$ cat src/rtl/debug_dcsr_ctrl.sv
// Debug-mode control: dcsr/dpc ownership, entry-cause arbitration, single-step and dret sequencing.
// Optional macro DCSR_STEPIE_EN makes dcsr.stepie (bit 11) writable and lets it unmask interrupts while stepping.
module debug_dcsr_ctrl #(
  parameter bit          HAS_UMODE = 1'b1,
  parameter bit          HAS_SMODE = 1'b0,
  parameter int unsigned PC_W      = 32
) (
  input  logic            clock,
  input  logic            reset_n,
  input  logic [1:0]      cur_prv,
  input  logic [PC_W-1:0] entry_pc,
  input  logic            trigger_hit,
  input  logic            ebreak_ret,
  input  logic            halt_req,
  input  logic            resethalt_req,
  input  logic            insn_retire,
  input  logic            dret,
  input  logic            csr_wr_en,
  input  logic [31:0]     csr_wr_data,
  output logic [31:0]     csr_rd_data,
  output logic [PC_W-1:0] dpc,
  output logic            debug_mode,
  output logic            enter_pulse,
  output logic            exit_pulse,
  output logic [1:0]      restore_prv,
  output logic            ebreak_to_dm,
  output logic            irq_mask,
  output logic [1:0]      dcsr_prv,
  output logic            dcsr_step,
  output logic [2:0]      dcsr_cause,
  output logic            dcsr_stoptime,
  output logic            dcsr_stopcycle,
  output logic            dcsr_ebreaku,
  output logic            dcsr_ebreaks,
  output logic            dcsr_ebreakm,
  output logic [1:0]      dcsr_xdebugver
);

  localparam logic [1:0] ST_RUN    = 2'd0;
  localparam logic [1:0] ST_STEP   = 2'd1;
  localparam logic [1:0] ST_HALTED = 2'd2;

  localparam logic [2:0] CAUSE_EBREAK    = 3'd1;
  localparam logic [2:0] CAUSE_TRIGGER   = 3'd2;
  localparam logic [2:0] CAUSE_HALTREQ   = 3'd3;
  localparam logic [2:0] CAUSE_STEP      = 3'd4;
  localparam logic [2:0] CAUSE_RESETHALT = 3'd5;

  logic [1:0] state, state_nxt;
  logic       first_cycle;
  logic [1:0] prv_q;
  logic       step_q;
  logic [2:0] cause_q;
  logic       stoptime_q, stopcycle_q;
  logic       ebreaku_q, ebreaks_q, ebreakm_q;
  logic       stepie_q;

  logic       accept;
  logic       entry_valid;
  logic [2:0] entry_cause;
  logic       wr_ok;
  logic       prv_wr_legal;
  logic       unused_wr;

  assign unused_wr = ^{csr_wr_data[31:16], csr_wr_data[14], csr_wr_data[8:3]};

  always_comb begin
    ebreak_to_dm = 1'b0;
    case (cur_prv)
      2'd3:    ebreak_to_dm = ebreak_ret & ebreakm_q;
      2'd1:    ebreak_to_dm = ebreak_ret & ebreaks_q;
      2'd0:    ebreak_to_dm = ebreak_ret & ebreaku_q;
      default: ebreak_to_dm = 1'b0;
    endcase
  end

  assign accept = (state == ST_RUN) || (state == ST_STEP);

  // Fixed priority: trigger > ebreak > resethalt > haltreq > step.
  always_comb begin
    entry_valid = 1'b0;
    entry_cause = '0;
    if (accept) begin
      if (trigger_hit) begin
        entry_valid = 1'b1;
        entry_cause = CAUSE_TRIGGER;
      end else if (ebreak_to_dm) begin
        entry_valid = 1'b1;
        entry_cause = CAUSE_EBREAK;
      end else if (first_cycle && resethalt_req) begin
        entry_valid = 1'b1;
        entry_cause = CAUSE_RESETHALT;
      end else if (halt_req) begin
        entry_valid = 1'b1;
        entry_cause = CAUSE_HALTREQ;
      end else if ((state == ST_STEP) && insn_retire) begin
        entry_valid = 1'b1;
        entry_cause = CAUSE_STEP;
      end
    end
  end

  assign exit_pulse  = (state == ST_HALTED) && dret;
  assign restore_prv = prv_q;
  assign wr_ok       = (state == ST_HALTED) && csr_wr_en && !dret;

  always_comb begin
    prv_wr_legal = 1'b0;
    case (csr_wr_data[1:0])
      2'd3:    prv_wr_legal = 1'b1;
      2'd1:    prv_wr_legal = HAS_SMODE;
      2'd0:    prv_wr_legal = HAS_UMODE;
      default: prv_wr_legal = 1'b0;
    endcase
  end

  always_comb begin
    state_nxt = state;
    case (state)
      ST_RUN, ST_STEP: if (entry_valid) state_nxt = ST_HALTED;
      ST_HALTED:       if (dret) state_nxt = step_q ? ST_STEP : ST_RUN;
      default:         state_nxt = ST_RUN;
    endcase
  end

  always_ff @(posedge clock or negedge reset_n) begin
    if (!reset_n) begin
      state       <= ST_RUN;
      first_cycle <= 1'b1;
      prv_q       <= 2'd3;
      step_q      <= 1'b0;
      cause_q     <= '0;
      stoptime_q  <= 1'b0;
      stopcycle_q <= 1'b0;
      ebreaku_q   <= 1'b0;
      ebreaks_q   <= 1'b0;
      ebreakm_q   <= 1'b0;
      dpc         <= '0;
      enter_pulse <= 1'b0;
    end else begin
      state       <= state_nxt;
      first_cycle <= 1'b0;
      enter_pulse <= entry_valid;
      if (entry_valid) begin
        cause_q <= entry_cause;
        prv_q   <= cur_prv;
        dpc     <= entry_pc;
      end else if (wr_ok) begin
        step_q      <= csr_wr_data[2];
        stoptime_q  <= csr_wr_data[9];
        stopcycle_q <= csr_wr_data[10];
        ebreaku_q   <= HAS_UMODE & csr_wr_data[12];
        ebreaks_q   <= HAS_SMODE & csr_wr_data[13];
        ebreakm_q   <= csr_wr_data[15];
        if (prv_wr_legal) prv_q <= csr_wr_data[1:0];
      end
    end
  end

`ifdef DCSR_STEPIE_EN
  always_ff @(posedge clock or negedge reset_n) begin
    if (!reset_n) stepie_q <= 1'b0;
    else if (wr_ok) stepie_q <= csr_wr_data[11];
  end
  assign irq_mask = (state == ST_STEP) && !stepie_q;
`else
  logic unused_stepie_wr;
  assign unused_stepie_wr = csr_wr_data[11];
  assign stepie_q         = 1'b0;
  assign irq_mask         = (state == ST_STEP);
`endif

  assign debug_mode = (state == ST_HALTED);

  always_comb begin
    csr_rd_data        = '0;
    csr_rd_data[31:28] = 4'd4;
    csr_rd_data[15]    = ebreakm_q;
    csr_rd_data[13]    = ebreaks_q;
    csr_rd_data[12]    = ebreaku_q;
    csr_rd_data[11]    = stepie_q;
    csr_rd_data[10]    = stopcycle_q;
    csr_rd_data[9]     = stoptime_q;
    csr_rd_data[8:6]   = cause_q;
    csr_rd_data[2]     = step_q;
    csr_rd_data[1:0]   = prv_q;
  end

  assign dcsr_prv       = prv_q;
  assign dcsr_step      = step_q;
  assign dcsr_cause     = cause_q;
  assign dcsr_stoptime  = stoptime_q;
  assign dcsr_stopcycle = stopcycle_q;
  assign dcsr_ebreaku   = ebreaku_q;
  assign dcsr_ebreaks   = ebreaks_q;
  assign dcsr_ebreakm   = ebreakm_q;
  assign dcsr_xdebugver = 2'b00;

endmodule

$ cat config.mk
export PLATFORM = sky130hd
export DESIGN_NAME = debug_dcsr_ctrl
export DESIGN_NICKNAME = d
export VERILOG_FILES = /design/src/rtl/debug_dcsr_ctrl.sv
export SDC_FILE = /design/constraint.sdc
export NUM_CORES = 1
export LEC_CHECK = 0
export ABC_AREA = 1
export BUFFER_PORTS_ARGS = -buffer_cell sky130_fd_sc_hd__buf_2
export CAP_MARGIN = 10
export CORE_MARGIN = 2
export CORE_UTILIZATION = 45
export CTS_BUF_LIST = sky130_fd_sc_hd__clkbuf_4
export DETAILED_ROUTE_END_ITERATION = 16
export PLACE_DENSITY = 0.93
export REMOVE_ABC_BUFFERS = 1
export SKIP_LAST_GASP = 1
export SYNTH_ARGS = -nofsm -noshare
export SYNTH_HDL_FRONTEND = slang
export SYNTH_SLANG_ARGS = --single-unit
$ cat constraint.sdc
create_clock -name clock -period 3.3 [get_ports clock]
set_input_delay 0.66 -clock clock [delete_from_list [all_inputs] [get_ports clock]]
set_output_delay 0.66 -clock clock [all_outputs]
set_load 0.01 [all_outputs]
==> reports/results.ini, run 1 <==
[timing]
fin_crit_ps = 2270
finalHoldViolations = 0
skew_ps = 7.32
setup-tns-final_ps = 0
period_share_pct = 68.9
tightest_slew_ps = 1000
worst_slack_ps = 1030
rsz0062_at_grt = no
relSlewSlack_pct = 33.0
finalSetupViolCount = 0
clock.fmax_mhz = 440
slew_violations = 0

[setup_path]
r2r_slack_ps = 1480
worstSetupPathType = input pin to primary output
reg2reg_depth = 9
start_kind = input pin
crit_path_end_kind = primary output
rr_startpoint = state[1]
reg2reg_to = dpc[15]
crit_fanout = 5
cp.arrival_ps = 1610
cp_data_required_time_ps = 2640

[yosys]
synth_area_leader_cell = dfrtp_1
synth_area_leaders = dfrtp_1 49%, nand2_1 21%, buf_4 14%, dfstp_2 3.6%, inv_1 2.7%
synth_cell_types = 21
ys.warnings.count = 0
synth_area_mm2 = 0.00219
synth_area_per_cell_um2 = 8.44
postSynthCellCount = 260
synth_top_cell_area_share_pct = 49.1
synth-seq-area-share_pct = 52.7
synth-seq-cells = 46

[clocking]
post-cts-setup-buffers = 0
cts_tree = done
ctsHtreeMaxLevel = 2
clockRootBuffer = clkbuf_4
clkLatencyLatePin_ps = 350
postCtsHoldBufs = 0
clk_pin_slew_ps = 120
cts_resized = 0
cts.sinks = 46
ctsLongestPathBuffers = 2
cts_inserted_buffers = 5

[cells_and_area]
stdcell_count = 423
drive_gt1_share_pct = 35.4
nNetsFinal = 432
syn2layout_area_growth_pct = 19.6
final_common_cell = nand2_1
fillCellCount = 444
diodes = 0
final_cell_mix = 124 x nand2_1, 108 x buf_2, 43 x dfrtp_1
postLayoutCoreUtil_pct = 55.5

[drt]
first_pass_iters = 4
vias_per_cell = 4.33
vias = 1830
wl_per_cell_um = 10.8
first_iter_violations = 62
wl_um = 4560
ant_nets = 0
drc = 0

[outcome]
status = completed

[grt]
antenna_found_initial = 0
grt_remaining_overflow = 0
grt_pass1_vias = 1656
grt_max_degree = 47
grtUsageTotal_pct = 16.9
grt_pass1_wl_um = 7080

[worst_hold_path]
hold_class = input pin to asynchronous set/reset pin

[floorplanning]
fp.dieW_um = 73.8
core_mm2 = 0.00472
start_util_pct = 46.4
die_h_um = 73.8
fp.dieArea_mm2 = 0.00545
io_pins = 159
rows = 25

[placement]
dpl.hpwl_um = 3430
place_ws_ps = 744
placed_cells = 416
place_congestion = 0.781
numPortBuffers = 108

[pwr]
p_leak_nw = 1.62
peakVddDrop_uv = 445
powerDensity_mw_per_mm2 = 874

[flow_run]
maxCapViolCount = 0

logic make-up after synthesis:
kind of cell / after synthesis / synth area share (%)
and+or+nand+nor: 140 / 25.6
buffers and inverters: 62 / 18.5
DFF: 46 / 52.7
AOI/OAI and AO/OA: 8 / 1.88
other: 2 / 0.342
xor gates and xnor gates: 1 / 0.399
adders and majority gates: 1 / 0.570
worst max path at each step:
stage / slack, ps / start / to / cells after the start
final: 1030 / cur_prv[0] / ebreak_to_dm / 7
after global routing: 920 / cur_prv[0] / ebreak_to_dm / 7
after CTS: 1030 / cur_prv[0] / ebreak_to_dm / 7
after global placement: 850 / cur_prv[0] / dpc[29] / 10
after detailed placement: 740 / cur_prv[0] / dpc[4] / 10
after floorplan: 1070 / cur_prv[0] / dpc[0] / 9
critical path, stage by stage:
cell	delay, ps
buf_2	100
inv_1	40
ha_1	280
nor2_1	120
nand3_1	190
inv_1	90
buf_2	130
layout make-up:
cell class              instances  area [um2]  share of cell area (%)
clock buffers                   5        37.5                    1.43
repair buffers                109         548                    20.9
multi-input cells             176         722                    27.5
inverters                      18        67.6                    2.58
well taps                      67        83.8                    3.20
clock inverters                 2        10.0                   0.381
flip-flops and latches         46        1150                    44.0
per-stage QoR:
stage          cell area, um2  hold WS, ps  total power [W]
3_3_place_gp             2580          458          0.00203
3_5_place_dp             2580          460          0.00208
2_1_floorplan            1940          364          0.00157
4_1_cts                  2620          476          0.00233
6_report                 2620          463          0.00229
5_1_grt                  2620          475          0.00249
registers in the layout, indices dropped and copies added (netlist names):
name	flops
dpc	32
dcsr_cause	3
dcsr_prv	2
state	2
dcsr_ebreakm	1
dcsr_ebreaku	1
dcsr_step	1
dcsr_stopcycle	1
dcsr_stoptime	1
enter_pulse	1
first_cycle	1
Yosys cell counts:
cell type and number:
buf_6 3, buf_4 40, xnor2_1 1, nor2_1 2
o21ai_0 6, buf_2 1, conb_1 2, nand2_1 124
inv_2 2, a21oi_1 1, dfrtp_1 43, a31oi_1 1
dfstp_2 3, ha_1 1, nor3_1 1, nand3_2 2
nor2_4 1, nor2_2 1, nand2_2 1, inv_1 16
nand3_1 8
metal layers:
metal,vias up,GRT usage (%),part of all wire (%)
li1,908,-,-
met1,848,18.1,40
met2,68,31.1,53
met3,6,4.25,5.7
met4,0,7.27,1.5
met5,-,0,0
where the power goes:
| group | switching (W) | leakage [nW] | internal [W] |
|---|---|---|---|
| clock network | 0.000170 | 0.0308 | 0.0000769 |
| registers | 0.000152 | 0.560 | 0.000837 |
| logic | 0.000653 | 1.02 | 0.000403 |
(Power assumes the default switching activity.)
==> run 2: changes to the inputs <==
--- a/config.mk
+++ b/config.mk
@@ -9,10 +9,10 @@
 export BUFFER_PORTS_ARGS = -buffer_cell sky130_fd_sc_hd__buf_2
 export CAP_MARGIN = 10
 export CORE_MARGIN = 2
-export CORE_UTILIZATION = 45
+export CORE_UTILIZATION = 38
 export CTS_BUF_LIST = sky130_fd_sc_hd__clkbuf_4
 export DETAILED_ROUTE_END_ITERATION = 16
-export PLACE_DENSITY = 0.93
+export PLACE_DENSITY = 0.84
 export REMOVE_ABC_BUFFERS = 1
 export SKIP_LAST_GASP = 1
 export SYNTH_ARGS = -nofsm -noshare
==> constraint.sdc (replaced) <==
create_clock -name clock -period 1.9 [get_ports clock]
set_input_delay 0.38 -clock clock [delete_from_list [all_inputs] [get_ports clock]]
set_output_delay 0.38 -clock clock [all_outputs]
set_load 0.01 [all_outputs]
==> run 2 against run 1 <==
- non-clock buffer count is 6 higher
- register-to-register slack lost 1000 ps
- largest power group unchanged
- final cell count up 2.8%
- sequential share of layout area decreased by 1.5 points
==> reports/results.ini, run 2 (synthesis gave the netlist of run 1 again) <==
[placement]
placed_area_mm2 = 0.00265
numPortBuffers = 108
dpl.hpwl_um = 3590
place_congestion = 0.778

[clocking]
ctsHtreeMaxLevel = 2
cts_tree = done
cts_inserted_buffers = 5
clockRootBuffer = clkbuf_4
clk_pin_slew_ps = 140
clkLatencyLatePin_ps = 360
post-cts-setup-buffers = 0
postCtsHoldBufs = 1
cts.sinks = 46
cts_resized = 0
ctsLongestPathBuffers = 2

[floorplanning]
die_h_um = 80.0
core_mm2 = 0.00554
rows = 27
io_pins = 159
fp.dieArea_mm2 = 0.00640
start_util_pct = 39.6
fp.dieW_um = 80.0

[pwr]
p_leak_nw = 1.65
peakVddDrop_uv = 720
power_frac_seq_pct = 41.8
clock_power_share_pct = 11.4
power_frac_comb_pct = 46.8
powerDensity_mw_per_mm2 = 1520
p_sw_w = 0.00171
intPower_w = 0.00241
p_sw_share_pct = 41.5

[timing]
finalSetupViolCount = 0
skew_ps = 23.9
fin_crit_ps = 1730
setup-tns-final_ps = 0
holdWs_ps = 201
slew_violations = 0
finalHoldViolations = 0
rsz0062_at_grt = no
clock.fmax_mhz = 578
period_share_pct = 91.0

[setup_path]
critPathSlowestCell = dfrtp_1
cp_data_required_time_ps = 1520
start_kind = flop
crit_fanout = 7
crit_path_end_kind = primary output
cp_cell_sequence = inv_2 > nor3_1 > buf_2
worstSetupPathType = flop to primary output
max_stage_delay_ps = 430
cp.arrival_ps = 1350

[drt]
first_pass_iters = 4
vias = 1807
ant_nets = 0
drc = 0
wl_um = 4540
vias_per_cell = 4.15
first_iter_violations = 52
wl_per_cell_um = 10.4

[worst_hold_path]
hold_class = input pin to flop

[flow_run]
maxCapViolCount = 0

[cells_and_area]
nNetsFinal = 438
final_common_cell = nand2_1
top_register = dpc
diodes = 0
largest_reg_flops = 32
syn2layout_area_growth_pct = 23.8
final_cell_mix = 124 x nand2_1, 108 x buf_2, 43 x dfrtp_1
fin_area_mm2 = 0.00272
fillCellCount = 537
postLayoutCoreUtil_pct = 49.0
drive_gt1_share_pct = 36.4

[outcome]
status = completed

[grt]
grt_pass1_wl_um = 7320
grt_remaining_overflow = 0
antenna_found_initial = 0
grt_pass1_vias = 1653
grt_max_degree = 32
grtUsageTotal_pct = 14.6

==> run 2: through the flow <==
step                      std cells  setup WS [ps]  power (W)
final                           435            171    0.00412
after global placement          426            134    0.00363
after floorplan                 240          -52.7    0.00273
after detailed placement        426           80.6    0.00370
after CTS                       435            144    0.00418
after global routing            435           82.0    0.00449
==> run 2: final cells by class <==
| cell class | count | area (um2) | area share, % |
|---|---|---|---|
| Sequential cell | 46 | 1150 | 42.5 |
| Multi-Input combinational cell | 176 | 722 | 26.6 |
| Clock inverter | 1 | 7.51 | 0.276 |
| Tap cell | 72 | 90.1 | 3.32 |
| Inverter | 18 | 67.6 | 2.49 |
| Clock buffer | 7 | 52.6 | 1.94 |
| Timing Repair Buffer | 115 | 621 | 22.9 |
==> run 2: power groups by stage <==
stage,clock network [W],logic (W),registers (W)
finish,0.000471,0.00193,0.00172
floorplan,0,0.000705,0.00202
global route,0.000532,0.00218,0.00178
detailed placement,0,0.00197,0.00174
CTS,0.000490,0.00196,0.00172
global placement,0,0.00191,0.00172
==> run 2: path summary, 6_finish.rpt <==
kind / slack (ps) / endpoint / startpoint / cells past startpoint
worst min-delay path: 200 / dpc[30] / entry_pc[30] / 3
min in group asynchronous: 460 / dpc[30] / reset_n / 2
worst min register to register: 490 / dpc[25] / dpc[25] / 2
max in group asynchronous: 850 / first_cycle / reset_n / 3
worst max register to register: 460 / dpc[28] / dcsr_ebreaku / 9
worst max-delay path: 170 / exit_pulse / state[1] / 3
==> run 2: routing by layer <==
layer	GRT usage (%)	wire length (um)	vias to the layer above
met4	5.42	56	0
met2	26.9	2450	69
met3	2.71	227	4
li1	-	-	917
met1	16.7	1810	817
met5	0	0	-
==> run 2: critical path, delay by kind of cell, from the launching register on <==
kind | cells | cell delay, ps
flip-flops | 1 | 430
buffers and inverters | 2 | 300
AND/OR/NAND/NOR | 1 | 270
